<file path="src/rtl/dt_pkg.sv">
// Shared decision-tree definitions: node word layout, frame marker,
// loader error codes and loader FSM encoding.
package dt_pkg;

   localparam logic [7:0]  SOF_BYTE       = 8'hA5;
   localparam logic [15:0] LEAF_THRESHOLD = 16'hFFFF;

   localparam int SEL_MSB  = 31;
   localparam int SEL_LSB  = 28;
   localparam int THR_MSB  = 27;
   localparam int THR_LSB  = 12;
   localparam int TPTR_MSB = 11;
   localparam int TPTR_LSB = 8;
   localparam int FPTR_MSB = 7;
   localparam int FPTR_LSB = 0;

   typedef enum logic [1:0] {
      ERR_ABORT   = 2'd0,
      ERR_CSUM    = 2'd1,
      ERR_TIMEOUT = 2'd2,
      ERR_PTR     = 2'd3
   } err_code_e;

   typedef enum logic [2:0] {
      ST_IDLE    = 3'd0,
      ST_COUNT   = 3'd1,
      ST_PAYLOAD = 3'd2,
      ST_CSUM    = 3'd3,
      ST_DONE    = 3'd4,
      ST_ERR     = 3'd5
   } ld_state_e;

   function automatic logic is_leaf(input logic [31:0] w);
      return w[THR_MSB:THR_LSB] == LEAF_THRESHOLD;
   endfunction

endpackage

</file>
<file path="src/rtl/dt_word_assembler.sv">
// Packs payload bytes MSB-first into 32-bit node words and keeps the frame XOR.
// Ports: clr (SOF), cnt_en/byte_en (accepted CNT/payload byte), data, word_done, word_valid, word, csum.
module dt_word_assembler (
   input  logic        clk,
   input  logic        rst_n,
   input  logic        clr,
   input  logic        cnt_en,
   input  logic        byte_en,
   input  logic [7:0]  data,
   output logic        word_done,
   output logic        word_valid,
   output logic [31:0] word,
   output logic [7:0]  csum
);

   logic [1:0] byte_cnt;

   // High on the handshake of the 4th byte of a word
   assign word_done = byte_en & (byte_cnt == 2'd3);

   always_ff @(posedge clk or negedge rst_n) begin
      if (!rst_n) begin
         byte_cnt   <= 2'd0;
         word_valid <= 1'b0;
         word       <= 32'd0;
         csum       <= 8'd0;
      end else begin
         word_valid <= word_done;
         if (clr) begin
            byte_cnt <= 2'd0;
            csum     <= 8'd0;
         end else begin
            if (cnt_en | byte_en)
               csum <= csum ^ data;
            if (byte_en) begin
               byte_cnt <= byte_cnt + 2'd1;
               word     <= {word[23:0], data};
            end
         end
      end
   end

endmodule

</file>
<file path="src/rtl/dt_node_loader.sv">
// Framed byte stream to node RAM writer; frame = SOF, CNT, CNT*4 bytes, CSUM.
// Ports: in_data/in_valid/in_ready stream, abort, wr_en/wr_addr/wr_data RAM port,
// load_busy/load_done/load_err/err_code status, tree_valid, nodes_loaded.
// Optional macro DT_NODE_CHECK_EN enables node pointer range checks.
module dt_node_loader #(
   parameter int          ADDR_W   = 8,
   parameter logic [7:0]  SOF_BYTE = 8'hA5,
   parameter logic [15:0] TIMEOUT  = 16'hFFFF
) (
   input  logic              clk,
   input  logic              rst_n,
   input  logic [7:0]        in_data,
   input  logic              in_valid,
   output logic              in_ready,
   input  logic              abort,
   output logic              wr_en,
   output logic [ADDR_W-1:0] wr_addr,
   output logic [31:0]       wr_data,
   output logic              load_busy,
   output logic              load_done,
   output logic              load_err,
   output logic [1:0]        err_code,
   output logic              tree_valid,
   output logic [ADDR_W:0]   nodes_loaded
);

   import dt_pkg::*;

   localparam logic [ADDR_W:0] ONE = (ADDR_W+1)'(1);

   ld_state_e       state, state_nxt;
   err_code_e       err_nxt;
   logic            go_done, go_err;
   logic            hs, sof_hs, in_frame;
   logic            tmo_hit, ptr_ok, ptr_fail, last_word;
   logic [15:0]     tmo_cnt;
   logic [ADDR_W:0] n_reg, words_rx, n_calc;
   logic            word_done, word_valid;
   logic [31:0]     word;
   logic [7:0]      csum;

   assign in_frame = (state == ST_COUNT) | (state == ST_PAYLOAD) |
                     (state == ST_CSUM);
   assign in_ready = ~abort & (in_frame | (state == ST_IDLE));
   assign hs       = in_valid & in_ready;
   assign sof_hs   = hs & (state == ST_IDLE) & (in_data == SOF_BYTE);
   assign tmo_hit  = ~hs & (tmo_cnt == TIMEOUT - 16'd1);

   // CNT of zero encodes a full RAM
   assign n_calc = (in_data == 8'h00) ? {1'b1, {ADDR_W{1'b0}}}
                                      : (ADDR_W+1)'(in_data);
   assign last_word = word_done & (words_rx + ONE == n_reg);

   dt_word_assembler u_asm (
      .clk        (clk),
      .rst_n      (rst_n),
      .clr        (sof_hs),
      .cnt_en     (hs & (state == ST_COUNT)),
      .byte_en    (hs & (state == ST_PAYLOAD)),
      .data       (in_data),
      .word_done  (word_done),
      .word_valid (word_valid),
      .word       (word),
      .csum       (csum)
   );

`ifdef DT_NODE_CHECK_EN
   logic [ADDR_W:0] fptr, tptr;
   assign fptr = (ADDR_W+1)'(word[FPTR_MSB:FPTR_LSB]);
   // True pointer 0 means the next sequential node
   assign tptr = (word[TPTR_MSB:TPTR_LSB] == 4'd0)
               ? ({1'b0, wr_addr} + ONE)
               : (ADDR_W+1)'(word[TPTR_MSB:TPTR_LSB]);
   assign ptr_ok = is_leaf(word) | ((fptr < n_reg) & (tptr < n_reg));
`else
   assign ptr_ok = 1'b1;
`endif

   assign ptr_fail = word_valid & ~ptr_ok;
   assign wr_en    = word_valid & ptr_ok;
   assign wr_data  = word;

   assign load_done = (state == ST_DONE);
   assign load_err  = (state == ST_ERR);

   always_comb begin
      state_nxt = state;
      go_done   = 1'b0;
      go_err    = 1'b0;
      err_nxt   = ERR_ABORT;
      unique case (state)
         ST_IDLE: begin
            if (sof_hs)
               state_nxt = ST_COUNT;
         end
         ST_COUNT, ST_PAYLOAD, ST_CSUM: begin
            if (abort) begin
               go_err  = 1'b1;
               err_nxt = ERR_ABORT;
            end else if (ptr_fail) begin
               go_err  = 1'b1;
               err_nxt = ERR_PTR;
            end else if (tmo_hit) begin
               go_err  = 1'b1;
               err_nxt = ERR_TIMEOUT;
            end else if (hs) begin
               if (state == ST_COUNT) begin
                  state_nxt = ST_PAYLOAD;
               end else if (state == ST_PAYLOAD) begin
                  if (last_word)
                     state_nxt = ST_CSUM;
               end else if (in_data == csum) begin
                  go_done = 1'b1;
               end else begin
                  go_err  = 1'b1;
                  err_nxt = ERR_CSUM;
               end
            end
            if (go_err)
               state_nxt = ST_ERR;
            else if (go_done)
               state_nxt = ST_DONE;
         end
         default: state_nxt = ST_IDLE;
      endcase
   end

   always_ff @(posedge clk or negedge rst_n) begin
      if (!rst_n) begin
         state        <= ST_IDLE;
         tmo_cnt      <= 16'd0;
         n_reg        <= '0;
         words_rx     <= '0;
         wr_addr      <= '0;
         load_busy    <= 1'b0;
         err_code     <= 2'd0;
         tree_valid   <= 1'b0;
         nodes_loaded <= '0;
      end else begin
         state <= state_nxt;

         if (in_frame & ~hs)
            tmo_cnt <= tmo_cnt + 16'd1;
         else
            tmo_cnt <= 16'd0;

         if (hs & (state == ST_COUNT))
            n_reg <= n_calc;

         if (sof_hs)
            words_rx <= '0;
         else if (word_done)
            words_rx <= words_rx + ONE;

         if (sof_hs)
            wr_addr <= '0;
         else if (wr_en)
            wr_addr <= wr_addr + 1'b1;

         if (sof_hs) begin
            tree_valid <= 1'b0;
            err_code   <= 2'd0;
            load_busy  <= 1'b1;
         end else if (go_done) begin
            tree_valid   <= 1'b1;
            nodes_loaded <= n_reg;
            load_busy    <= 1'b0;
         end else if (go_err) begin
            err_code  <= err_nxt;
            load_busy <= 1'b0;
         end
      end
   end

endmodule
</file>
<file path="config.mk">
export PLATFORM = sky130hd
export DESIGN_NAME = dt_node_loader
export DESIGN_NICKNAME = d
export VERILOG_FILES = /design/src/rtl/dt_pkg.sv /design/src/rtl/dt_word_assembler.sv /design/src/rtl/dt_node_loader.sv
export SDC_FILE = /design/constraint.sdc
export NUM_CORES = 1
export LEC_CHECK = 0
export CORE_ASPECT_RATIO = 0.8
export CORE_MARGIN = 4
export CORE_UTILIZATION = 45
export CTS_CLUSTER_SIZE = 40
export DETAILED_ROUTE_END_ITERATION = 10
export GPL_TIMING_DRIVEN = 0
export PLACE_DENSITY_LB_ADDON = 0.1
export RECOVER_POWER = 50
export SETUP_SLACK_MARGIN = 0.3
export SLEW_MARGIN = 10
export SYNTH_ARGS = -nofsm -noshare
export SYNTH_HDL_FRONTEND = slang
export SYNTH_SLANG_ARGS = --single-unit
</file>
<file path="constraint.sdc">
create_clock -name clk -period 1.9 [get_ports clk]
set_input_delay 0.38 -clock clk [delete_from_list [all_inputs] [get_ports clk]]
set_output_delay 0.38 -clock clk [all_outputs]
set_load 0.02 [all_outputs]
</file>
==> impl_metrics.tcl, run 1 <==
set metrics [dict create \
    gp_routability_congestion 0.828 \
    clk_pin_slew_ns 0.07 \
    dp_worst_setup_slack_ns -1.01 \
    syn_inst 415 \
    io_buffer_count 67 \
    finalSetupTns_ns -0.269 \
    cts.sinks 101 \
    setup_viol 9 \
    path_class "flop to flop" \
    syn_area_um2 4660 \
    grt_usage_pct 21.3 \
    synth_area_leaders "dfrtp_1 (54%), mux2_2 (11%), xor2_1 (4.1%)" \
    cts_root_buf "clkbuf_16" \
    via_per_inst 5.52 \
    drive_gt1_share_pct 44.9 \
    peakVddDrop_mv 0.619 \
    end_kind "flop" \
    drc_errors 0 \
    crit_fanout 3 \
    synth_top_area_share_pct 54.2 \
    grt_pass1_wl_um 20400 \
    num_vias 3912 \
    syn-num-nets 432 \
    reg_top3 "u_asm.word (32), tmo_cnt (16)" \
    core-area_um2 9890 \
    grt_max_degree 77 \
    antennaDiodeCount 0 \
    layout_common_cells "dfrtp_1 (97), dlygate4sd2_1 (60), mux2_4 (47), buf_6 (38), buf_4 (31)" \
    place_hpwl_um 7070 \
    yosysTopAreaCell "dfrtp_1" \
    routed_wl_um 13500 \
    synth-seq-cells 101 \
    cap_viol_max_count 0 \
    worst_slew_pin_slew_ns 0.684 \
    p_leak_nw 3.57 \
    ys_warn_count 0 \
    rsz0062_at_grt "true" \
    layout_commonest_cell "dfrtp_1" \
    grt_pass1_vias 3898 \
    slew-limit-headroom_pct 54.4 \
    yosysSeqAreaShare_pct 54.2 \
    areaGrowthSynthToFinish_pct 61.7 \
    fmax_ghz 0.496 \
    outcome "finished, violations left" \
    antenna_found_initial 0 \
    final_cells 709 \
    die_y_um 99.0 \
    skew_ns 0.00784 \
    rows 32 \
    synth_edf_count 0 \
    synth_ff_type "dfrtp_1" \
    finalHoldViolCount 0 \
    htreeDepth 3 \
    setup_slack_ns -0.117 \
    final_nets 585 \
    clock_latency_ns 0.35 \
    drtIter0Drc 205 \
    min_period_over_period_pct 106 \
    violations "setup timing" \
    cp.required_ns 2.13 \
    avgRoutedWirePerCell_um 19.1 \
    die_x_um 122 \
    power.density_nw_per_um2 1070 \
    crit_path_start_kind "flop" \
    drtPass1Iterations 5 \
    maxSlewViolCount 0 \
    hold_path_class "input port to flop" \
    r2r_cells 8 \
    cts_tree "done" \
    regMostFlops "u_asm.word" \
    place_inst 619 \
    avgSynthCellArea_um2 11.2 \
    cts_buffer_depth 2 \
    ios 69 \
    largest_register_ffs 32 \
    synthArstFlopShare_pct 100 \
    initial_utilization_pct 47.1 \
    yosysUniqueCellTypes 47 \
    dieArea_um2 12100 \
    cts_buffers 9 \
    critical_path_arrival_ns 2.25 \
    grt_remaining_overflow 0 \
    post-route-util_pct 76.2 \
    power_w 0.00809 \
    drtAntennaViolNets 0 \
    hold_path_depth 3 \
    period_minus_slack_ns 2.02 \
]
==> cell type report <==
type	count	area, µm²
multi-input combinational	293	2840
sequential	101	2530
fill	624	2350
timing repair buffer	141	1390
buffer	15	258
clock buffer	11	243
tap	136	170
clock inverter	5	67.6
inverter	7	33.8
==> final timing paths <==
kind / from / endpoint / slack [ns]
max: words_rx[0]$_DFFE_PN0P_ / state[1]$_DFFE_PN0P_ / -0.12
min: in_data[0] / u_asm.csum[0]$_DFFE_PN0P_ / 0.39
max reg2reg: words_rx[0]$_DFFE_PN0P_ / state[1]$_DFFE_PN0P_ / -0.12
min reg2reg: tree_valid$_DFFE_PN0P_ / tree_valid$_DFFE_PN0P_ / 0.48
max in group asynchronous: rst_n / u_asm.csum[4]$_DFFE_PN0P_ / 0.15
min in group asynchronous: rst_n / tmo_cnt[10]$_DFF_PN0_ / 0.61
==> layer usage <==
metal  vias up  track usage, %  wire (µm)
met5         -               0          0
met4         0            4.91        277
met3        25            5.91        786
met2       142            33.1       6650
met1      1979            29.9       5820
li1       1766               -          -
==> cells in the mapped netlist, drive strengths merged, types with 2 or more instances <==
| library cell | instances |
|---|---|
| nand3 | 19 |
| o21ai | 23 |
| inv | 7 |
| or3 | 4 |
| a31oi | 2 |
| nor4 | 4 |
| xor2 | 22 |
| o31ai | 4 |
| and3 | 3 |
| xnor2 | 19 |
| buf | 5 |
| and2 | 2 |
| or2 | 2 |
| mux2 | 49 |
| nand4 | 12 |
| and4 | 4 |
| nor2 | 39 |
| nor3 | 8 |
| clkbuf | 10 |
| nand2b | 2 |
| nor2b | 2 |
| nand2 | 42 |
| dfrtp | 101 |
| a21oi | 6 |
| o41ai | 3 |
| nand4b | 2 |
| ha | 5 |
==> through the flow <==
| step | cell area, µm² | hold slack, ns |
|---|---|---|
| 2_1_floorplan | 4710 | 0.0844 |
| 3_3_place_gp | 5560 | 0.460 |
| 3_5_place_dp | 5580 | 0.266 |
| 4_1_cts | 7030 | 0.350 |
| 5_1_grt | 7530 | 0.413 |
| 6_report | 7530 | 0.393 |
==> kinds of logic (layout without fill, tap and decap cells) <==
| group | after synthesis | after routing | share of synthesized area, % |
|---|---|---|---|
| xor gates and xnor gates | 41 | 41 | 7.70 |
| buffers and inverters | 22 | 179 | 2.04 |
| and+or+nand+nor | 147 | 148 | 15.9 |
| DFF | 101 | 101 | 54.2 |
| adders and majority gates | 5 | 5 | 1.34 |
| AOI/OAI and AO/OA | 49 | 49 | 6.69 |
| muxes | 50 | 50 | 12.1 |
==> worst max-delay path, stage by stage (launching register included) <==
cell and delay (ns):
dfrtp_2 0.44, buf_4 0.14, buf_4 0.13, and3_1 0.23, a211oi_2 0.21, a311o_1 0.17
a22oi_2 0.09, o2111a_1 0.27, or2_1 0.22
==> what timing repair did <==
| action | CTS | global route |
|---|---|---|
| gates resized for setup | 278 | 82 |
| pin swaps | 38 | 39 |
| gates cloned | 6 | 2 |
| setup endpoints to repair | 157 | 97 |
| hold endpoints to repair | 25 | 0 |
| hold buffers | 1 | 0 |
| buffers inserted | 40 | 25 |
==> power breakdown <==
part / internal [W] / switching (W) / leakage (nW)
Combinational: 0.00163 / 0.00146 / 2.10
Sequential: 0.00259 / 0.000498 / 1.32
Clock: 0.00108 / 0.000838 / 0.152
No activity file was read; power rests on OpenSTA's default activity.
==> run 2: changes to the inputs <==
Settings changed: CORE_ASPECT_RATIO 0.8 to 0.6, CTS_BUF_LIST set to sky130_fd_sc_hd__clkbuf_8.
==> run 2 against run 1 <==
  * The flow still finishes with violations (setup timing)
  * Critical path depth is 2 lower
  * Combinational power is 1% higher
  * Via count shrank 0.43%
  * Utilization down 2.9 points
  * Wire length is 1.0% higher
  * Non-clock buffer count is 15 lower
  * Clock power down 18%
  * Power fell by 3.5%
  * Critical path type unchanged
  * Highest routed layer unchanged
==> impl_metrics.tcl, run 2 (synthesis gave the netlist of run 1 again) <==
set metrics [dict create \
    ios 69 \
    core-area_um2 9980 \
    drive_gt1_share_pct 43.2 \
    grt_remaining_overflow 0 \
    layout_common_cells "dfrtp_1 (97), dlygate4sd2_1 (59), mux2_4 (47), nand2_1 (29), buf_6 (27)" \
    grt_pass1_wl_um 20700 \
    die_y_um 86.8 \
    worst_slew_pin_slew_ns 1.12 \
    cts_buffer_depth 2 \
    end_kind "flop" \
    antenna_found_initial 0 \
    regMostFlops "u_asm.word" \
    gp_routability_congestion 0.838 \
    rsz0062_at_grt "true" \
    crit_fanout 3 \
    hold_path_class "input port to flop" \
    setup_viol 4 \
    critical_path_arrival_ns 2.31 \
    layout_commonest_cell "dfrtp_1" \
    clk_pin_slew_ns 0.11 \
    largest_register_ffs 32 \
    cts_tree "done" \
    path_class "flop to flop" \
    period_minus_slack_ns 2.03 \
    slowest_delay_ns 0.45 \
    antennaDiodeCount 0 \
    maxSlewViolCount 0 \
    place_hpwl_um 7430 \
    routed_wl_um 13700 \
    power.density_nw_per_um2 1070 \
    rows 28 \
    drtIter0Drc 438 \
    cts.sinks 101 \
    regToRegStartpoint "n_reg[8]$_DFFE_PN0P_" \
    dieArea_um2 12100 \
    final_nets 570 \
    cts_root_buf "clkbuf_8" \
    crit_path_start_kind "flop" \
    hold_path_depth 4 \
    drtAntennaViolNets 0 \
    fmax_ghz 0.491 \
    r2r_slack_ns -0.13 \
    worst_path_most_repeated_cell "xnor2_1" \
    setup_slack_ns -0.135 \
    drc_errors 0 \
    violations "setup timing" \
    hp-start "abort" \
    finalSetupTns_ns -0.163 \
    r2r_cells 6 \
    grt_usage_pct 21.4 \
    cts_buffers 9 \
    min_period_over_period_pct 107 \
    die_x_um 139 \
    finalHoldViolCount 0 \
    grt_max_degree 62 \
    critPathTopFamily "compound AO/OA/AOI/OAI gates" \
    power_w 0.00780 \
    crit_chain "xnor2_1, xnor2_1, o31ai_1, a22oi_2, o2111a_1, or2_1" \
    via_per_inst 5.62 \
    reg_top3 "u_asm.word (32), tmo_cnt (16)" \
    num_vias 3895 \
    p_leak_nw 3.50 \
    skew_ns 0.0170 \
    path_buf_inv 0 \
    peakVddDrop_mv 0.767 \
    rr_endpoint "state[1]$_DFFE_PN0P_" \
    cp.required_ns 2.17 \
    slew-limit-headroom_pct 25.5 \
    outcome "finished, violations left" \
    areaGrowthSynthToFinish_pct 57.1 \
    htreeDepth 3 \
    drtPass1Iterations 5 \
    initial_utilization_pct 46.7 \
    min_to "state[0]$_DFFE_PN0P_" \
    io_buffer_count 67 \
    avgRoutedWirePerCell_um 19.7 \
    worst_hold_slack_ns 0.383 \
    cap_viol_max_count 0 \
    grt_pass1_vias 3921 \
    clock_latency_ns 0.38 \
    crit_slowest_cell "dfrtp_1" \
]
==> run 2: repair_timing <==
item | 4_1_cts | 5_1_grt
hold buffers | 1 | 0
buffers inserted | 36 | 15
endpoints found under the hold margin | 40 | 0
setup endpoints to repair | 157 | 103
gates cloned | 7 | 0
pin swaps | 35 | 35
resized for setup | 269 | 86
==> run 2: layer usage <==
metal | share of wire (%) | track usage (%) | vias to the layer above
met4 | 1.5 | 5.33 | 0
li1 | - | - | 1742
met1 | 46 | 30.2 | 1983
met3 | 5.3 | 5.73 | 22
met2 | 47 | 33.1 | 148
met5 | 0 | 0 | -
==> run 2: worst reg2reg max path: cells and delay by family, from the launching register on <==
kind	cells	cell delay, ns
AO/OA/AOI/OAI	3	0.69
flip-flops	1	0.45
XOR/XNOR	2	0.57
AND/OR/NAND/NOR	1	0.23
==> run 2: layout make-up <==
| cell class | count | area, µm² |
|---|---|---|
| sequential | 101 | 2530 |
| timing repair buffer | 126 | 1270 |
| tap | 135 | 169 |
| clock buffer | 10 | 138 |
| multi-input combinational | 293 | 2820 |
| buffer | 15 | 269 |
| inverter | 7 | 33.8 |
| fill | 690 | 2660 |
| clock inverter | 6 | 91.3 |
==> run 2: where the power goes <==
group | internal [W] | switching [W] | leakage (nW)
Sequential | 0.00259 | 0.000506 | 1.32
Combinational | 0.00165 | 0.00147 | 2.06
Clock | 0.000791 | 0.000793 | 0.118
Total | 0.00503 | 0.00277 | 3.50
==> run 2: metrics by stage <==
stage / cell area [µm²] / util, % / cells / setup slack, ns
after floorplan: 4710 / - / 415 / -0.119
after global placement: 5550 / 55.6 / 617 / -3.50
after detailed placement: 5580 / 55.9 / 618 / -0.970
after CTS: 6920 / 69.3 / 678 / -0.0377
after global routing: 7320 / 73.3 / 693 / -0.229
final: 7320 / 73.3 / 693 / -0.135
==> run 2: worst max path at each step <==
stage | start | end | slack, ns | cells after the start
finish | n_reg[8]$_DFFE_PN0P_ | state[1]$_DFFE_PN0P_ | -0.13 | 6
CTS | words_rx[0]$_DFFE_PN0P_ | state[1]$_DFFE_PN0P_ | -0.04 | 8
global placement | rst_n | wr_addr[4]$_DFFE_PN0P_ | -3.50 | 1
floorplan | abort | nodes_loaded[0]$_DFFE_PN0P_ | -0.12 | 6
detailed placement | in_data[3] | wr_addr[7]$_DFFE_PN0P_ | -0.97 | 6
global route | n_reg[8]$_DFFE_PN0P_ | state[1]$_DFFE_PN0P_ | -0.23 | 6
